`config.mk`:
```
export PLATFORM = sky130hd
export DESIGN_NAME = wb_32to16_bridge_flat
export DESIGN_NICKNAME = d
export VERILOG_FILES = /design/src/rtl/wb_32to16_bridge_if.sv /design/src/rtl/wb_32to16_bridge.sv /design/src/flat_wrapper.sv
export SDC_FILE = /design/constraint.sdc
export NUM_CORES = 1
export LEC_CHECK = 0
export CAP_MARGIN = 10
export CORE_ASPECT_RATIO = 1.1
export CORE_MARGIN = 4
export CORE_UTILIZATION = 48
export DETAILED_ROUTE_END_ITERATION = 10
export PLACE_DENSITY = 0.85
export SLEW_MARGIN = 0
export SYNTH_ARGS = -nofsm -noshare
export SYNTH_HDL_FRONTEND = slang
export SYNTH_SLANG_ARGS = --single-unit
export TNS_END_PERCENT = 30
```
`constraint.sdc`:
```
create_clock -name clk_i -period 2.7 [get_ports clk_i]
set_clock_uncertainty 0.05 [all_clocks]
set_input_delay 0.54 -clock clk_i [delete_from_list [all_inputs] [get_ports clk_i]]
set_output_delay 0.54 -clock clk_i [all_outputs]
set_load 0.02 [all_outputs]
```
`src/rtl/wb_32to16_bridge_if.sv`:
```
// Bus bundle for the 32-to-16 Wishbone bridge: upstream 32-bit slave side plus downstream 16-bit master side.
// "slave" is the bridge's own view; "master" is the view of the surrounding system.
interface wb_32to16_bridge_if;
   logic [31:0] wbs_adr_i;
   logic [31:0] wbs_dat_i;
   logic [31:0] wbs_dat_o;
   logic [3:0]  wbs_sel_i;
   logic        wbs_we_i;
   logic        wbs_tga_i;
   logic        wbs_stb_i;
   logic        wbs_cyc_i;
   logic        wbs_ack_o;

   logic [31:0] wbm_adr_o;
   logic [15:0] wbm_dat_o;
   logic [15:0] wbm_dat_i;
   logic [1:0]  wbm_sel_o;
   logic        wbm_we_o;
   logic        wbm_tga_o;
   logic        wbm_stb_o;
   logic        wbm_cyc_o;
   logic        wbm_ack_i;

   modport slave (
      input  wbs_adr_i, wbs_dat_i, wbs_sel_i, wbs_we_i, wbs_tga_i, wbs_stb_i, wbs_cyc_i,
      input  wbm_dat_i, wbm_ack_i,
      output wbs_dat_o, wbs_ack_o,
      output wbm_adr_o, wbm_dat_o, wbm_sel_o, wbm_we_o, wbm_tga_o, wbm_stb_o, wbm_cyc_o
   );

   modport master (
      output wbs_adr_i, wbs_dat_i, wbs_sel_i, wbs_we_i, wbs_tga_i, wbs_stb_i, wbs_cyc_i,
      output wbm_dat_i, wbm_ack_i,
      input  wbs_dat_o, wbs_ack_o,
      input  wbm_adr_o, wbm_dat_o, wbm_sel_o, wbm_we_o, wbm_tga_o, wbm_stb_o, wbm_cyc_o
   );
endinterface

```
`src/rtl/wb_32to16_bridge.sv`:
```
// Splits each 32-bit Wishbone access into up to two big-endian 16-bit downstream cycles.
// All outputs are registered copies derived from the next state.
module wb_32to16_bridge #(
   parameter bit SKIP_EMPTY_HALF = 1'b1
) (
   input  logic                   clk_i,
   input  logic                   rst_i,
   wb_32to16_bridge_if.slave      bus
);
   typedef enum logic [2:0] {S_IDLE, S_HI, S_GAP, S_LO, S_DONE} state_t;

   state_t      r_state;
   state_t      w_state_next;

   logic [31:2] r_adr;
   logic [31:0] r_dat;
   logic [3:0]  r_sel;
   logic        r_we;
   logic        r_tga;

   logic [31:2] w_lat_adr;
   logic [31:0] w_lat_dat;
   logic [3:0]  w_lat_sel;
   logic        w_lat_we;
   logic        w_lat_tga;
   logic        w_go;
   logic        w_need_lo;
   logic        w_dn_ack;
   logic        w_unused_adr;

   logic        r_wbs_ack;
   logic [31:0] r_wbs_dat;
   logic [31:0] r_wbm_adr;
   logic [15:0] r_wbm_dat;
   logic [1:0]  r_wbm_sel;
   logic        r_wbm_we;
   logic        r_wbm_tga;
   logic        r_wbm_stb;
   logic        r_wbm_cyc;

   assign w_unused_adr = ^bus.wbs_adr_i[1:0];

   always_ff @(posedge clk_i) begin
      if (rst_i) begin
         r_state <= S_IDLE;
      end else begin
         r_state <= w_state_next;
      end
   end

   // In IDLE the request fields come straight from the bus so the first half can be issued on the accept edge.
   always_comb begin
      w_lat_adr    = r_adr;
      w_lat_dat    = r_dat;
      w_lat_sel    = r_sel;
      w_lat_we     = r_we;
      w_lat_tga    = r_tga;
      w_state_next = r_state;
      w_go         = bus.wbs_cyc_i & bus.wbs_stb_i;
      w_dn_ack     = bus.wbs_cyc_i & bus.wbm_ack_i;
      if (r_state == S_IDLE) begin
         w_lat_adr = bus.wbs_adr_i[31:2];
         w_lat_dat = bus.wbs_dat_i;
         w_lat_sel = bus.wbs_sel_i;
         w_lat_we  = bus.wbs_we_i;
         w_lat_tga = bus.wbs_tga_i;
      end
      w_need_lo = !SKIP_EMPTY_HALF || (w_lat_sel[1:0] != 2'b00);
      case (r_state)
         S_IDLE: begin
            if (w_go) begin
               if (SKIP_EMPTY_HALF && (w_lat_sel == 4'b0000))
                  w_state_next = S_DONE;
               else if (SKIP_EMPTY_HALF && (w_lat_sel[3:2] == 2'b00))
                  w_state_next = S_LO;
               else
                  w_state_next = S_HI;
            end
         end
         S_HI: begin
            if (!bus.wbs_cyc_i)
               w_state_next = S_IDLE;
            else if (w_dn_ack)
               w_state_next = w_need_lo ? S_GAP : S_DONE;
         end
         S_GAP:   w_state_next = bus.wbs_cyc_i ? S_LO : S_IDLE;
         S_LO: begin
            if (!bus.wbs_cyc_i)
               w_state_next = S_IDLE;
            else if (w_dn_ack)
               w_state_next = S_DONE;
         end
         S_DONE:  w_state_next = S_IDLE;
         default: w_state_next = S_IDLE;
      endcase
   end

   always_ff @(posedge clk_i) begin
      if (rst_i) begin
         r_adr     <= '0;
         r_dat     <= '0;
         r_sel     <= '0;
         r_we      <= 1'b0;
         r_tga     <= 1'b0;
         r_wbs_ack <= 1'b0;
         r_wbm_adr <= '0;
         r_wbm_dat <= '0;
         r_wbm_sel <= '0;
         r_wbm_we  <= 1'b0;
         r_wbm_tga <= 1'b0;
         r_wbm_stb <= 1'b0;
         r_wbm_cyc <= 1'b0;
      end else begin
         if (r_state == S_IDLE && w_go) begin
            r_adr <= w_lat_adr;
            r_dat <= w_lat_dat;
            r_sel <= w_lat_sel;
            r_we  <= w_lat_we;
            r_tga <= w_lat_tga;
         end
         r_wbs_ack <= (w_state_next == S_DONE);
         r_wbm_stb <= (w_state_next == S_HI) || (w_state_next == S_LO);
         r_wbm_cyc <= (w_state_next == S_HI) || (w_state_next == S_GAP) || (w_state_next == S_LO);
         if (w_state_next == S_HI) begin
            r_wbm_adr <= {w_lat_adr, 2'b00};
            r_wbm_sel <= w_lat_sel[3:2];
            r_wbm_dat <= w_lat_dat[31:16];
            r_wbm_we  <= w_lat_we;
            r_wbm_tga <= w_lat_tga;
         end else if (w_state_next == S_LO) begin
            r_wbm_adr <= {w_lat_adr, 2'b10};
            r_wbm_sel <= w_lat_sel[1:0];
            r_wbm_dat <= w_lat_dat[15:0];
            r_wbm_we  <= w_lat_we;
            r_wbm_tga <= w_lat_tga;
         end
      end
   end

   // Half gi = 1 is the HI word (captured in S_HI), gi = 0 the LO word (captured in S_LO).
   for (genvar gi = 0; gi < 2; gi++) begin : g_capture
      localparam state_t CAP_STATE = (gi == 1) ? S_HI : S_LO;
      always_ff @(posedge clk_i) begin
         if (rst_i) begin
            r_wbs_dat[gi*16 +: 16] <= '0;
         end else if (r_state == CAP_STATE && w_dn_ack && !r_we) begin
            r_wbs_dat[gi*16 +: 16] <= bus.wbm_dat_i;
         end
      end
   end

   assign bus.wbs_ack_o = r_wbs_ack;
   assign bus.wbs_dat_o = r_wbs_dat;
   assign bus.wbm_adr_o = r_wbm_adr;
   assign bus.wbm_dat_o = r_wbm_dat;
   assign bus.wbm_sel_o = r_wbm_sel;
   assign bus.wbm_we_o  = r_wbm_we;
   assign bus.wbm_tga_o = r_wbm_tga;
   assign bus.wbm_stb_o = r_wbm_stb;
   assign bus.wbm_cyc_o = r_wbm_cyc;
endmodule

```
`src/flat_wrapper.sv`:
```
// flat-port wrapper written by rule: the top's interface ports become plain ports
module wb_32to16_bridge_flat 
#(
   parameter bit SKIP_EMPTY_HALF = 1'b1
)
  (clk_i, rst_i, bus_wbs_adr_i, bus_wbs_dat_i, bus_wbs_sel_i, bus_wbs_we_i, bus_wbs_tga_i, bus_wbs_stb_i, bus_wbs_cyc_i, bus_wbm_dat_i, bus_wbm_ack_i, bus_wbs_dat_o, bus_wbs_ack_o, bus_wbm_adr_o, bus_wbm_dat_o, bus_wbm_sel_o, bus_wbm_we_o, bus_wbm_tga_o, bus_wbm_stb_o, bus_wbm_cyc_o);
  wb_32to16_bridge_if bus_i ();
  input  logic clk_i;
  input  logic rst_i;
  input wire logic [$bits(bus_i.wbs_adr_i)-1:0] bus_wbs_adr_i;
  input wire logic [$bits(bus_i.wbs_dat_i)-1:0] bus_wbs_dat_i;
  input wire logic [$bits(bus_i.wbs_sel_i)-1:0] bus_wbs_sel_i;
  input wire logic [$bits(bus_i.wbs_we_i)-1:0] bus_wbs_we_i;
  input wire logic [$bits(bus_i.wbs_tga_i)-1:0] bus_wbs_tga_i;
  input wire logic [$bits(bus_i.wbs_stb_i)-1:0] bus_wbs_stb_i;
  input wire logic [$bits(bus_i.wbs_cyc_i)-1:0] bus_wbs_cyc_i;
  input wire logic [$bits(bus_i.wbm_dat_i)-1:0] bus_wbm_dat_i;
  input wire logic [$bits(bus_i.wbm_ack_i)-1:0] bus_wbm_ack_i;
  output wire logic [$bits(bus_i.wbs_dat_o)-1:0] bus_wbs_dat_o;
  output wire logic [$bits(bus_i.wbs_ack_o)-1:0] bus_wbs_ack_o;
  output wire logic [$bits(bus_i.wbm_adr_o)-1:0] bus_wbm_adr_o;
  output wire logic [$bits(bus_i.wbm_dat_o)-1:0] bus_wbm_dat_o;
  output wire logic [$bits(bus_i.wbm_sel_o)-1:0] bus_wbm_sel_o;
  output wire logic [$bits(bus_i.wbm_we_o)-1:0] bus_wbm_we_o;
  output wire logic [$bits(bus_i.wbm_tga_o)-1:0] bus_wbm_tga_o;
  output wire logic [$bits(bus_i.wbm_stb_o)-1:0] bus_wbm_stb_o;
  output wire logic [$bits(bus_i.wbm_cyc_o)-1:0] bus_wbm_cyc_o;
  assign bus_i.wbs_adr_i = bus_wbs_adr_i;
  assign bus_i.wbs_dat_i = bus_wbs_dat_i;
  assign bus_i.wbs_sel_i = bus_wbs_sel_i;
  assign bus_i.wbs_we_i = bus_wbs_we_i;
  assign bus_i.wbs_tga_i = bus_wbs_tga_i;
  assign bus_i.wbs_stb_i = bus_wbs_stb_i;
  assign bus_i.wbs_cyc_i = bus_wbs_cyc_i;
  assign bus_i.wbm_dat_i = bus_wbm_dat_i;
  assign bus_i.wbm_ack_i = bus_wbm_ack_i;
  assign bus_wbs_dat_o = bus_i.wbs_dat_o;
  assign bus_wbs_ack_o = bus_i.wbs_ack_o;
  assign bus_wbm_adr_o = bus_i.wbm_adr_o;
  assign bus_wbm_dat_o = bus_i.wbm_dat_o;
  assign bus_wbm_sel_o = bus_i.wbm_sel_o;
  assign bus_wbm_we_o = bus_i.wbm_we_o;
  assign bus_wbm_tga_o = bus_i.wbm_tga_o;
  assign bus_wbm_stb_o = bus_i.wbm_stb_o;
  assign bus_wbm_cyc_o = bus_i.wbm_cyc_o;
  wb_32to16_bridge #(.SKIP_EMPTY_HALF(SKIP_EMPTY_HALF)) u_core (.clk_i(clk_i), .rst_i(rst_i), .bus(bus_i));
endmodule
```
Word level (Yosys, flattened, before mapping)
Cells that the tools add are included.
{"block": "classes", "n_addsub": 0, "multipliers": 0, "n_div": 0, "order_cmp": 0, "n_eq_ne": 7, "shift": 0, "n_mux": 25, "n_bitwise": 2, "n_reduce_logical": 15}
{"op": "32-bit 2-to-1 mux", "n": 3}
{"op": "16-bit 2-to-1 mux", "n": 2}
{"op": "30-bit 2-to-1 mux", "n": 1}
{"op": "3-bit 2-to-1 mux", "n": 7}
{"op": "3-bit by 2-bit == test with 1-bit output (second input constant)", "n": 4}
{"op": "3-bit case mux with 4 select lines", "n": 1}
{"op": "2-bit 2-to-1 mux", "n": 4}
{"op": "3-bit by 1-bit == test with 1-bit output (second input constant)", "n": 2}
{"op": "1-bit 2-to-1 mux", "n": 6}
{"op": "1-bit logical AND", "n": 5}
{"op": "4-bit zero test", "n": 1}
{"op": "4-bit 2-to-1 mux", "n": 1}
{"op": "2-bit nonzero test", "n": 2}
{"op": "3-bit == test (second input constant)", "n": 1}
{"op": "3-bit zero test", "n": 1}
{"op": "1-bit logical OR", "n": 3}
{"op": "1-bit bitwise AND", "n": 2}
{"op": "2-bit zero test", "n": 1}
{"op": "2-bit OR reduction", "n": 1}
{"op": "1-bit zero test", "n": 1}
{"block": "totals", "regBits": 157, "latch_bits": 0, "ram_bits": 0, "rom_bits": 0, "in_bits": 91, "out_inout_bits": 87, "word_cells": 66, "mem_count": 0}

Depth between registers and ports, before layout
Gate-level depths: netlist of the first run.
{"block": "depth", "ltp_word": 10, "ltp_mapped": 9, "depth_no_buf": 5}

Worst setup path before layout of the first run
Ideal clock, no wire load.
{"block": "synth_timing", "path_type": "register -> register", "startpoint": "register u_core.r_state[1]", "endpoint": "register u_core.r_wbm_dat[7] (netlist: u_core.bus.wbm_dat_o[7])", "setup_time_ns": 0.138, "arrival_time_ns": 1.726, "required_time_ns": 2.512, "slack_ns": 0.786, "stages_incl_launch_ff": 10, "synth_period_minus_slack_ns": 1.914, "cell_sequence": "dfxtp_1 -> buf_4 -> nor3_2 -> buf_6 -> mux2_4 -> a22o_1 -> buf_4 -> buf_6 -> o221ai_2 -> a21oi_2"}
{"block": "synth_via", "elab_chain_len": 9, "word_cells_on_any_way": 23}
{"item": "start: declaration", "line": "wb_32to16_bridge.sv:12", "rtl": "state_t r_state;"}
{"item": "start signal: assignment", "line": "wb_32to16_bridge.sv:47", "rtl": "r_state <= w_state_next;"}
{"item": "3-bit zero test", "line": "wb_32to16_bridge.sv:61, wb_32to16_bridge.sv:69"}
{"item": "4-bit 2-to-1 mux", "line": "wb_32to16_bridge.sv:61", "rtl": "if (r_state == S_IDLE) begin"}
{"item": "2-bit nonzero test or 2-bit zero test (tied branches)", "line": "wb_32to16_bridge.sv:68, wb_32to16_bridge.sv:74"}
{"item": "3-bit 2-to-1 mux or 2-bit 2-to-1 mux (tied branches)", "line": "wb_32to16_bridge.sv:84, wb_32to16_bridge.sv:74"}
{"item": "3-bit 2-to-1 mux, on equally long branches", "line": "wb_32to16_bridge.sv:83, wb_32to16_bridge.sv:72"}
{"item": "3-bit 2-to-1 mux, on equally long branches", "line": "wb_32to16_bridge.sv:81, wb_32to16_bridge.sv:71"}
{"item": "3-bit case mux with 4 select lines", "line": "wb_32to16_bridge.sv:69", "rtl": "case (r_state)"}
{"item": "3-bit by 1-bit == test with 1-bit output or 3-bit by 2-bit == test with 1-bit output (tied branches)", "line": "wb_32to16_bridge.sv:124, wb_32to16_bridge.sv:130"}
{"item": "16-bit 2-to-1 mux or 2-bit nonzero test (tied branches)"}
{"item": "end signal: assignment", "line": "wb_32to16_bridge.sv:127", "rtl": "r_wbm_dat <= w_lat_dat[31:16];"}
{"item": "end signal: assignment", "line": "wb_32to16_bridge.sv:133", "rtl": "r_wbm_dat <= w_lat_dat[15:0];"}
{"item": "end: declaration", "line": "wb_32to16_bridge.sv:34", "rtl": "logic [15:0] r_wbm_dat;"}
Parallel ways exist; a longest one is shown, timed or not. The select of a mux whose other input is x is not followed.
A chain may end at the register's enable or synchronous reset.

Worst setup path after layout of the first run
{"block": "layout_timing", "startpoint": "register u_core.r_state[1]", "endpoint": "register u_core.r_wbm_dat[15] (netlist: u_core.bus.wbm_dat_o[15])"}
Same word-level chain as after synthesis.

==> results of run 1 <==
-- cell families after synthesis --
family	count (synthesis)	share of synthesized area, %
buffers and inverters	65	4.90
and+or+nand+nor	281	16.7
muxes	71	11.2
DFF	157	47.6
other	1	0.0568
AOI/OAI and AO/OA	176	19.6
-- report_power, final --
group / leakage (nW) / switching [mW] / internal, mW
registers: 1.28 / 0.0918 / 2.48
clock network: 0.286 / 0.971 / 1.48
logic: 1.85 / 0.685 / 0.599
-- worst paths after layout --
kind                         endpoint  slack, ns
min reg2reg          u_core.r_dat[18]       0.40
max reg2reg  u_core.bus.wbm_dat_o[15]       0.31
max          u_core.bus.wbm_dat_o[15]       0.31
min                  u_core.r_dat[18]       0.40
-- area by class of cell --
type,count,area (um2),share of cell area [%]
multi-input combinational,529,3190,34.9
sequential,157,3140,34.4
timing repair buffer,195,1970,21.6
clock buffer,19,443,4.84
tap,184,230,2.52
clock inverter,13,165,1.81
-- flip-flops by register name, indices dropped and copies added, names as in the netlist, 2 cells and up --
signal and count:
u_core.bus.wbm_sel_o 2, u_core.r_state 3, u_core.r_dat 32, u_core.r_sel 4, u_core.bus.wbs_dat_o 32, u_core.r_adr 30, u_core.bus.wbm_adr_o 31, u_core.bus.wbm_dat_o 16
-- worst max-delay path: cells and delay by family, from the launching register on --
family | cells | cell delay (ns)
buf+inv | 1 | 0.67
flops | 1 | 0.41
simple gates | 1 | 0.44
mux | 1 | 0.42
compound gates | 2 | 0.25
-- cells in the final DEF, fill, tap and decap left out, types with 3 or more instances in the layout --
| master | n |
|---|---|
| bufinv_16 | 3 |
| clkbuf_16 | 17 |
| dfxtp_1 | 157 |
| mux2_2 | 18 |
| buf_12 | 6 |
| nand2_1 | 206 |
| buf_4 | 16 |
| o221ai_2 | 18 |
| a211oi_2 | 8 |
| mux2i_1 | 52 |
| clkdlybuf4s50_1 | 173 |
| clkinvlp_4 | 4 |
| a211oi_1 | 42 |
| nor2_1 | 60 |
| a21oi_2 | 12 |
| a21oi_1 | 91 |
-- routing by layer --
| metal | global-route usage, % | wire [um] |
|---|---|---|
| met3 | 5.11 | 962 |
| met4 | 8.96 | 335 |
| met5 | 0 | 0 |
| met2 | 36.8 | 8480 |
| met1 | 27.9 | 7580 |
-- per-stage QoR --
| stage | area, um2 | hold slack, ns | util (%) | setup slack [ns] | power, mW |
|---|---|---|---|---|---|
| 2_1_floorplan | 6610 | 0.384 | - | 0.786 | 3.39 |
| 3_3_place_gp | 8540 | 0.390 | 64.1 | 0.217 | 3.88 |
| 3_5_place_dp | 8540 | 0.395 | 64.1 | 0.131 | 3.90 |
| 4_1_cts | 9150 | 0.404 | 68.6 | 0.283 | 6.35 |
| 5_1_grt | 9150 | 0.418 | 68.6 | 0.132 | 6.57 |
| 6_report | 9150 | 0.399 | 68.6 | 0.307 | 6.31 |
==> impl_metrics.py, run 1 <==
metrics = {
    "placement": {
        "port_buffers": 174,
        "place_inst": 1065,
        "hpwl_um": 11300,
        "gp_congestion": 0.793,
    },
    "worst_setup_path": {
        "startpoint": "u_core.r_state[1]",
        "crit_required_ns": 2.93,
        "critPathSlowestCell": "buf_4",
        "arrival_ns": 2.62,
        "cp_slowest_stage_delay_ns": 0.67,
        "path_cells": "nor3_4 -> buf_4 -> mux2_2 -> o221ai_2 -> a21oi_2",
        "cp-end-kind": "flip-flop",
        "crit_fanout": 41,
        "critPathKind": "flip-flop to flip-flop",
        "rr_startpoint": "u_core.r_state[1]",
        "start_kind": "flip-flop",
        "ff2ff_path_depth": 5,
    },
    "layout": {
        "num-fill-cells": 1043,
        "diodes": 0,
        "drive_above_1_share_pct": 12.9,
        "syn_to_final_growth_pct": 38.4,
        "fin_cells": 1097,
        "nNetsFinal": 991,
    },
    "clocking": {
        "cts_tree": "built",
        "cts_buffer_depth": 2,
        "cts.reportedPaths.clkPinSlew_ns": 0.06,
        "cts_root_buf": "clkbuf_16",
        "clock_latency_ns": 0.41,
        "cts_buffers": 17,
        "cts_resized": 0,
        "cts_max_level": 4,
        "post_cts_buffers": 0,
        "clock_sinks": 157,
        "hold_buffers": 0,
    },
    "floorplanning": {
        "chipWidth_um": 120,
        "fp.coreArea_um2": 13300,
        "start_util_pct": 49.6,
        "std_cell_rows": 44,
        "die_h_um": 131,
        "io_pins": 178,
        "die-area_um2": 15700,
    },
    "grt": {
        "antenna_found_initial": 0,
        "grt_pass1_vias": 5676,
        "gr-total-overflow": 0,
        "grt_use_total_pct": 22.1,
        "grt_max_degree": 86,
        "grt_pass1_wl_um": 27900,
    },
    "job": {
        "maxCapViolations": 0,
    },
    "logic_synthesis": {
        "syn-cell-area_um2": 6610,
        "yosysMostFrequentCell": "nand2_1",
        "ys_seq_elements": 157,
        "synth_top_area_share_pct": 47.6,
        "syn_area_per_cell_um2": 8.80,
        "yosysSeqAreaShare_pct": 47.6,
        "synth_async_sr_flop_share_pct": 0,
        "syn_nets": 842,
        "synth_edf_count": 0,
        "synth_area_leaders": "dfxtp_1 48%, nand2_1 12%, mux2i_1 7.9%, a21oi_1 6.9%, a211oi_1 4.8%",
        "synthCells": 751,
        "yosysWarnings": 0,
        "synthFlopType": "dfxtp_1",
        "synthTopCellsByCount": "206 x nand2_1, 157 x dfxtp_1, 91 x a21oi_1",
        "synth_top_area_cell": "dfxtp_1",
        "synth_cell_type_count": 32,
    },
    "routing": {
        "drtPass1Iterations": 5,
        "drc": 0,
        "route.antenna.remaining_nets": 0,
        "drt_iter0_drc": 440,
        "vias": 5784,
        "viasPerCell": 5.27,
        "wl_per_cell_um": 15.8,
        "wirelength_um": 17400,
    },
    "timing": {
        "worst_pin_slew_ns": 0.741,
        "setup_viol": 0,
        "fmax_mhz": 418,
        "maxSlewViolCount": 0,
        "fin_crit_ns": 2.39,
        "hold_viol_final": 0,
        "max_slew_margin_pct": 50.6,
        "fin_crit_sh_pct": 88.6,
        "fin_tns_setup_ns": 0,
        "rsz0062_at_grt": "no",
    },
    "power_and_ir_drop": {
        "cellPowerDensity_nw_per_um2": 690,
        "ir_drop_v": 0.000448,
        "power_leakage_nw": 3.42,
    },
    "status": {
        "status": "finished, final reports clean",
    },
    "hold_path": {
        "hold_depth": 2,
        "hp-start": "u_core.r_dat[18]",
        "min_path_type": "flip-flop to flip-flop",
    },
}
Power figures use the tool's default switching activity.
==> inputs of run 2 (changes only) <==
CORE_UTILIZATION = 50   (was 48)
CTS_BUF_LIST = sky130_fd_sc_hd__clkbuf_4   (was default)
PLACE_DENSITY = 0.88   (was 0.85)
SETUP_SLACK_MARGIN = 0.5   (was default)
==> run 2 against run 1 <==
Compared with the run above: total power fell by 19%; via count increased by 2.0%; die area down 3.7%; sequential power about the same; setup slack improved by 0.22 ns; combinational power grew 10%; highest routed layer unchanged.
==> impl_metrics.py, run 2 (synthesis gave the netlist of run 1 again) <==
metrics = {
    "status": {
        "status": "finished, final reports clean",
    },
    "timing": {
        "rsz0062_at_grt": "yes",
        "fin_crit_sh_pct": 80.6,
        "max_slew_margin_pct": 53.3,
        "hold_viol_final": 0,
        "fin_ws_ns": 0.525,
        "worst_pin_slew_ns": 0.701,
        "fmax_mhz": 460,
        "fin_hold_ws_ns": 0.410,
        "setup_viol": 0,
        "maxSlewViolCount": 0,
        "fin_crit_ns": 2.18,
        "fin_tns_setup_ns": 0,
    },
    "clocking": {
        "cts_tree": "built",
        "clock_sinks": 157,
        "cts_max_level": 4,
        "clock_latency_ns": 0.55,
        "cts_root_buf": "clkbuf_4",
        "cts_buffers": 17,
        "cts_buffer_depth": 2,
        "cts.reportedPaths.clkPinSlew_ns": 0.12,
    },
    "layout": {
        "fin_area_um2": 9040,
        "regArea_um2": 3150,
        "num-fill-cells": 954,
        "drive_above_1_share_pct": 14.9,
        "multiInputGateArea_um2": 3210,
        "syn_to_final_growth_pct": 36.9,
        "nNetsFinal": 1012,
        "layout_common_cells": "206 x nand2_1, 173 x clkdlybuf4s50_1, 155 x dfxtp_1",
        "layout_commonest_cell": "nand2_1",
    },
    "power_and_ir_drop": {
        "power_leakage_nw": 3.40,
        "cellPowerDensity_nw_per_um2": 567,
        "ir_drop_v": 0.000360,
    },
    "grt": {
        "grt_pass1_vias": 5567,
        "antenna_found_initial": 1,
        "use_met2_pct": 39.5,
        "grt-busiest-layer": "met2",
        "grt_max_degree": 51,
        "grtUsageMet3_pct": 5.01,
        "grt_use_total_pct": 22.5,
        "grt_pass1_wl_um": 27700,
        "gr-total-overflow": 0,
        "grtUsageMet1_pct": 26.9,
    },
    "worst_setup_path": {
        "critPathSlowestCell": "dfxtp_4",
        "r2r_end": "u_core.bus.wbm_dat_o[13]",
        "rr_startpoint": "u_core.r_state[0]",
        "path_buf_inv": 4,
        "cp.depth": 9,
        "startpoint": "u_core.r_state[0]",
        "start_kind": "flip-flop",
        "path_cells": "nor3_4 -> buf_4 -> buf_6 -> mux2_4 -> a221oi_4 -> buf_6 -> clkbuf_16 -> o221ai_2 -> a21oi_1",
        "crit_required_ns": 3.14,
        "r2r_setup_slack_ns": 0.52,
        "critPathMostFrequentCell": "buf_6",
        "crit_fanout": 10,
        "crit_family": "buffers and inverters",
        "cp_slowest_stage_delay_ns": 0.39,
        "ff2ff_path_depth": 9,
        "arrival_ns": 2.62,
        "cp-end-kind": "flip-flop",
        "critPathKind": "flip-flop to flip-flop",
    },
    "job": {
        "maxCapViolations": 0,
    },
    "hold_path": {
        "min_path_type": "flip-flop to flip-flop",
        "min_to": "u_core.bus.wbs_dat_o[21]",
        "hold_depth": 2,
        "hp-start": "u_core.bus.wbs_dat_o[21]",
    },
    "placement": {
        "gp_congestion": 0.809,
        "hpwl_um": 11900,
        "port_buffers": 174,
        "placed_area_um2": 8610,
        "dp_slack_ns": 0.148,
    },
    "floorplanning": {
        "die-area_um2": 15100,
        "io_pins": 178,
        "fp.coreArea_um2": 12800,
        "chipWidth_um": 118,
        "start_util_pct": 51.8,
        "std_cell_rows": 43,
        "die_h_um": 129,
    },
    "routing": {
        "drc": 0,
        "wl_per_cell_um": 16.7,
        "wirelength_um": 18300,
        "viasPerCell": 5.40,
        "vias": 5897,
        "drt_iter0_drc": 396,
        "route.antenna.remaining_nets": 0,
        "drtPass1Iterations": 4,
    },
}
-- run 2: repair_timing --
item                       4_1_cts  5_1_grt
gates resized for setup          0       10
hold buffers                     0        0
gates cloned                     0        5
setup buffers                    4        5
pin swaps                        1        1
setup endpoints to repair       48       44
-- run 2: how the worst max path moves through the flow --
| stage | endpoint | slack (ns) |
|---|---|---|
| 5_1_grt | u_core.bus.wbm_dat_o[7] | 0.47 |
| 2_1_floorplan | u_core.bus.wbm_dat_o[7] | 0.79 |
| 6_report | u_core.bus.wbm_dat_o[13] | 0.52 |
| 3_3_place_gp | u_core.bus.wbm_adr_o[16] | 0.23 |
| 3_5_place_dp | u_core.r_dat[0] | 0.15 |
| 4_1_cts | bus_wbm_dat_o[0] | 0.50 |
-- run 2: per-layer routing --
metal,share of wire (%),wire length [um]
met3,4.6,845
met2,52,9410
met1,42,7650
met4,1.9,355
met5,0,0
-- run 2: area by class of cell --
cell class / count / area share, %
clock buffers: 21 / 1.74
flip-flops and latches: 157 / 34.8
well taps: 157 / 2.17
clock inverters: 11 / 0.581
repair buffers: 216 / 25.2
diodes: 1 / 0.0277
multi-input cells: 529 / 35.5
-- run 2: per-stage QoR --
stage / total power [mW] / instances / util (%)
2_1_floorplan: 3.39 / 751 / -
3_3_place_gp: 3.90 / 1045 / 67.5
3_5_place_dp: 3.93 / 1045 / 67.5
4_1_cts: 5.09 / 1081 / 69.4
5_1_grt: 5.38 / 1092 / 70.9
6_report: 5.13 / 1092 / 70.9
-- run 2: where the power goes --
part | switching (mW) | internal (mW)
Clock | 0.770 | 0.381
Sequential | 0.0940 | 2.48
Combinational | 0.722 | 0.687
-- run 2: worst min-delay path: stages, from the launching register on --
cell and delay [ns]:
dfxtp_1 0.32, nand2_1 0.05, a21oi_1 0.05
==> inputs of run 3 (changes only) <==
clock period = 2.25 ns   (was 2.7 ns; I/O delays follow)
==> run 3 against run 2 <==
Compared with the run above: largest cell class unchanged; wire length is 19% higher; setup slack got worse by 0.38 ns; combinational power is 44% higher.
==> impl_metrics.py, run 3 (synthesis gave the netlist of run 1 again) <==
metrics = {
    "floorplanning": {
        "fp.coreArea_um2": 12800,
        "chipWidth_um": 118,
        "die-area_um2": 15100,
        "std_cell_rows": 43,
        "io_pins": 178,
        "die_h_um": 129,
        "start_util_pct": 51.8,
    },
    "clocking": {
        "cts_root_buf": "clkbuf_4",
        "cts.reportedPaths.clkPinSlew_ns": 0.12,
        "cts_buffer_depth": 2,
        "clock_sinks": 157,
        "cts_buffers": 17,
        "cts_max_level": 4,
        "hold_buffers": 0,
        "clock_latency_ns": 0.56,
        "cts_tree": "built",
    },
    "job": {
        "maxCapViolations": 0,
    },
    "placement": {
        "port_buffers": 174,
        "gp_congestion": 0.844,
        "hpwl_um": 11800,
    },
    "timing": {
        "maxSlewViolCount": 0,
        "rsz0062_at_grt": "yes",
        "fmax_mhz": 474,
        "setup_viol": 0,
        "hold_viol_final": 0,
        "fin_crit_sh_pct": 93.7,
        "fin_hold_ws_ns": 0.348,
        "fin_crit_ns": 2.11,
    },
    "worst_setup_path": {
        "arrival_ns": 2.54,
        "crit_fanout": 5,
        "crit_required_ns": 2.68,
        "cp_slowest_stage_delay_ns": 0.52,
        "start_kind": "primary input",
        "path_cells": "clkdlybuf4s50_1 -> nor4b_2 -> buf_4 -> mux2i_1 -> a221oi_4 -> buf_6 -> buf_12 -> o221ai_2 -> a21oi_1",
        "cp-end-kind": "flip-flop",
        "critPathSlowestCell": "clkdlybuf4s50_1",
        "path_buf_inv": 4,
        "critPathKind": "primary input to flip-flop",
        "crit_family": "buffers and inverters",
    },
    "layout": {
        "regArea_um2": 3160,
        "drive_above_1_share_pct": 25.3,
        "num-fill-cells": 804,
        "multiInputGateArea_um2": 3570,
        "nNetsFinal": 1040,
        "layout_commonest_cell": "nand2_1",
        "layout_common_cells": "205 x nand2_1, 152 x dfxtp_1, 89 x a21oi_1",
        "syn_to_final_growth_pct": 49.8,
        "fin_util_pct": 77.6,
    },
    "routing": {
        "wl_per_cell_um": 19.4,
        "drt_iter0_drc": 556,
        "vias": 6367,
        "wirelength_um": 21700,
        "drtPass1Iterations": 6,
        "viasPerCell": 5.68,
        "route.antenna.remaining_nets": 0,
        "drc": 0,
    },
    "status": {
        "status": "finished, final reports clean",
    },
    "grt": {
        "grt_pass1_vias": 6029,
        "grt_use_total_pct": 24.5,
        "grt-busiest-layer": "met2",
        "grtUsageMet1_pct": 29.5,
        "antenna_found_initial": 1,
        "use_met2_pct": 42.4,
        "gr-total-overflow": 0,
        "grt_pass1_wl_um": 30000,
        "grt_max_degree": 82,
        "grtUsageMet3_pct": 6.15,
    },
    "power_and_ir_drop": {
        "cellPowerDensity_nw_per_um2": 713,
        "power_leakage_nw": 4.10,
        "ir_drop_v": 0.000544,
    },
    "hold_path": {
        "min_path_type": "primary input to flip-flop",
    },
}
run 3: cell count changes in the layout (fill, tap and decap cells not counted), sizes merged:
cell | previous run | this run
clkbuf | 26 | 27
clkdlybuf4s50 | 173 | 87
dlymetal6s2s | 0 | 1
clkdlybuf4s15 | 0 | 14
bufinv | 0 | 4
inv | 0 | 1
dlygate4sd2 | 0 | 71
buf | 38 | 63
clkinv | 10 | 7
run 3: metal layers:
layer / vias up / share of wire, %
met1: 3028 / 39
met3: 65 / 6.3
met2: 299 / 50
li1: 2975 / -
met5: - / 0
met4: 0 / 4.3
run 3: area by class of cell:
type,count,area share (%)
flip-flops and latches,157,31.9
clock buffers,19,1.44
repair buffers,244,26.9
well taps,157,1.99
clock inverters,13,1.73
multi-input cells,529,36.1
diodes,1,0.0253
run 3: worst min-delay path, delay by kind of cell:
kind,cells,cell delay [ns]
AO/OA/AOI/OAI,1,0.13
buffers and inverters,2,0.33
run 3: stage by stage:
| stage | TNS (ns) | power (mW) | instances | instance area, um2 | setup WS (ns) |
|---|---|---|---|---|---|
| after floorplan | 0 | 4.07 | 751 | 6630 | 0.410 |
| after global placement | -9.53 | 4.68 | 1053 | 8670 | -0.204 |
| after detailed placement | -10.56 | 4.72 | 1053 | 8670 | -0.245 |
| after CTS | 0 | 6.64 | 1099 | 9150 | 0.250 |
| after global routing | 0 | 7.34 | 1120 | 9900 | 0.0732 |
| final | 0 | 7.05 | 1120 | 9900 | 0.142 |
run 3: power breakdown:
part	switching, mW	total, mW	leakage, nW	internal (mW)
clock network	1.01	1.90	0.169	0.895
logic	1.05	2.03	2.65	0.978
registers	0.148	3.12	1.29	2.97
total	2.21	7.05	4.10	4.85
run 3: what timing repair did:
item,4_1_cts,5_1_grt
buffers inserted,10,11
gates resized for setup,127,104
pin swaps,3,37
setup endpoints to repair,157,185
endpoints found under the hold margin,0,0
gates cloned,4,9
run 3: worst paths after layout:
| kind | start | cells past startpoint | slack [ns] | end |
|---|---|---|---|---|
| setup / recovery | bus_wbs_sel_i[2] | 9 | 0.14 | u_core.bus.wbm_dat_o[12] |
| hold / removal | rst_i | 3 | 0.35 | u_core.bus.wbm_dat_o[15] |
| setup reg to reg | u_core.r_state[1] | 8 | 0.15 | u_core.bus.wbm_dat_o[12] |
| hold reg to reg | u_core.bus.wbs_dat_o[22] | 2 | 0.41 | u_core.bus.wbs_dat_o[22] |
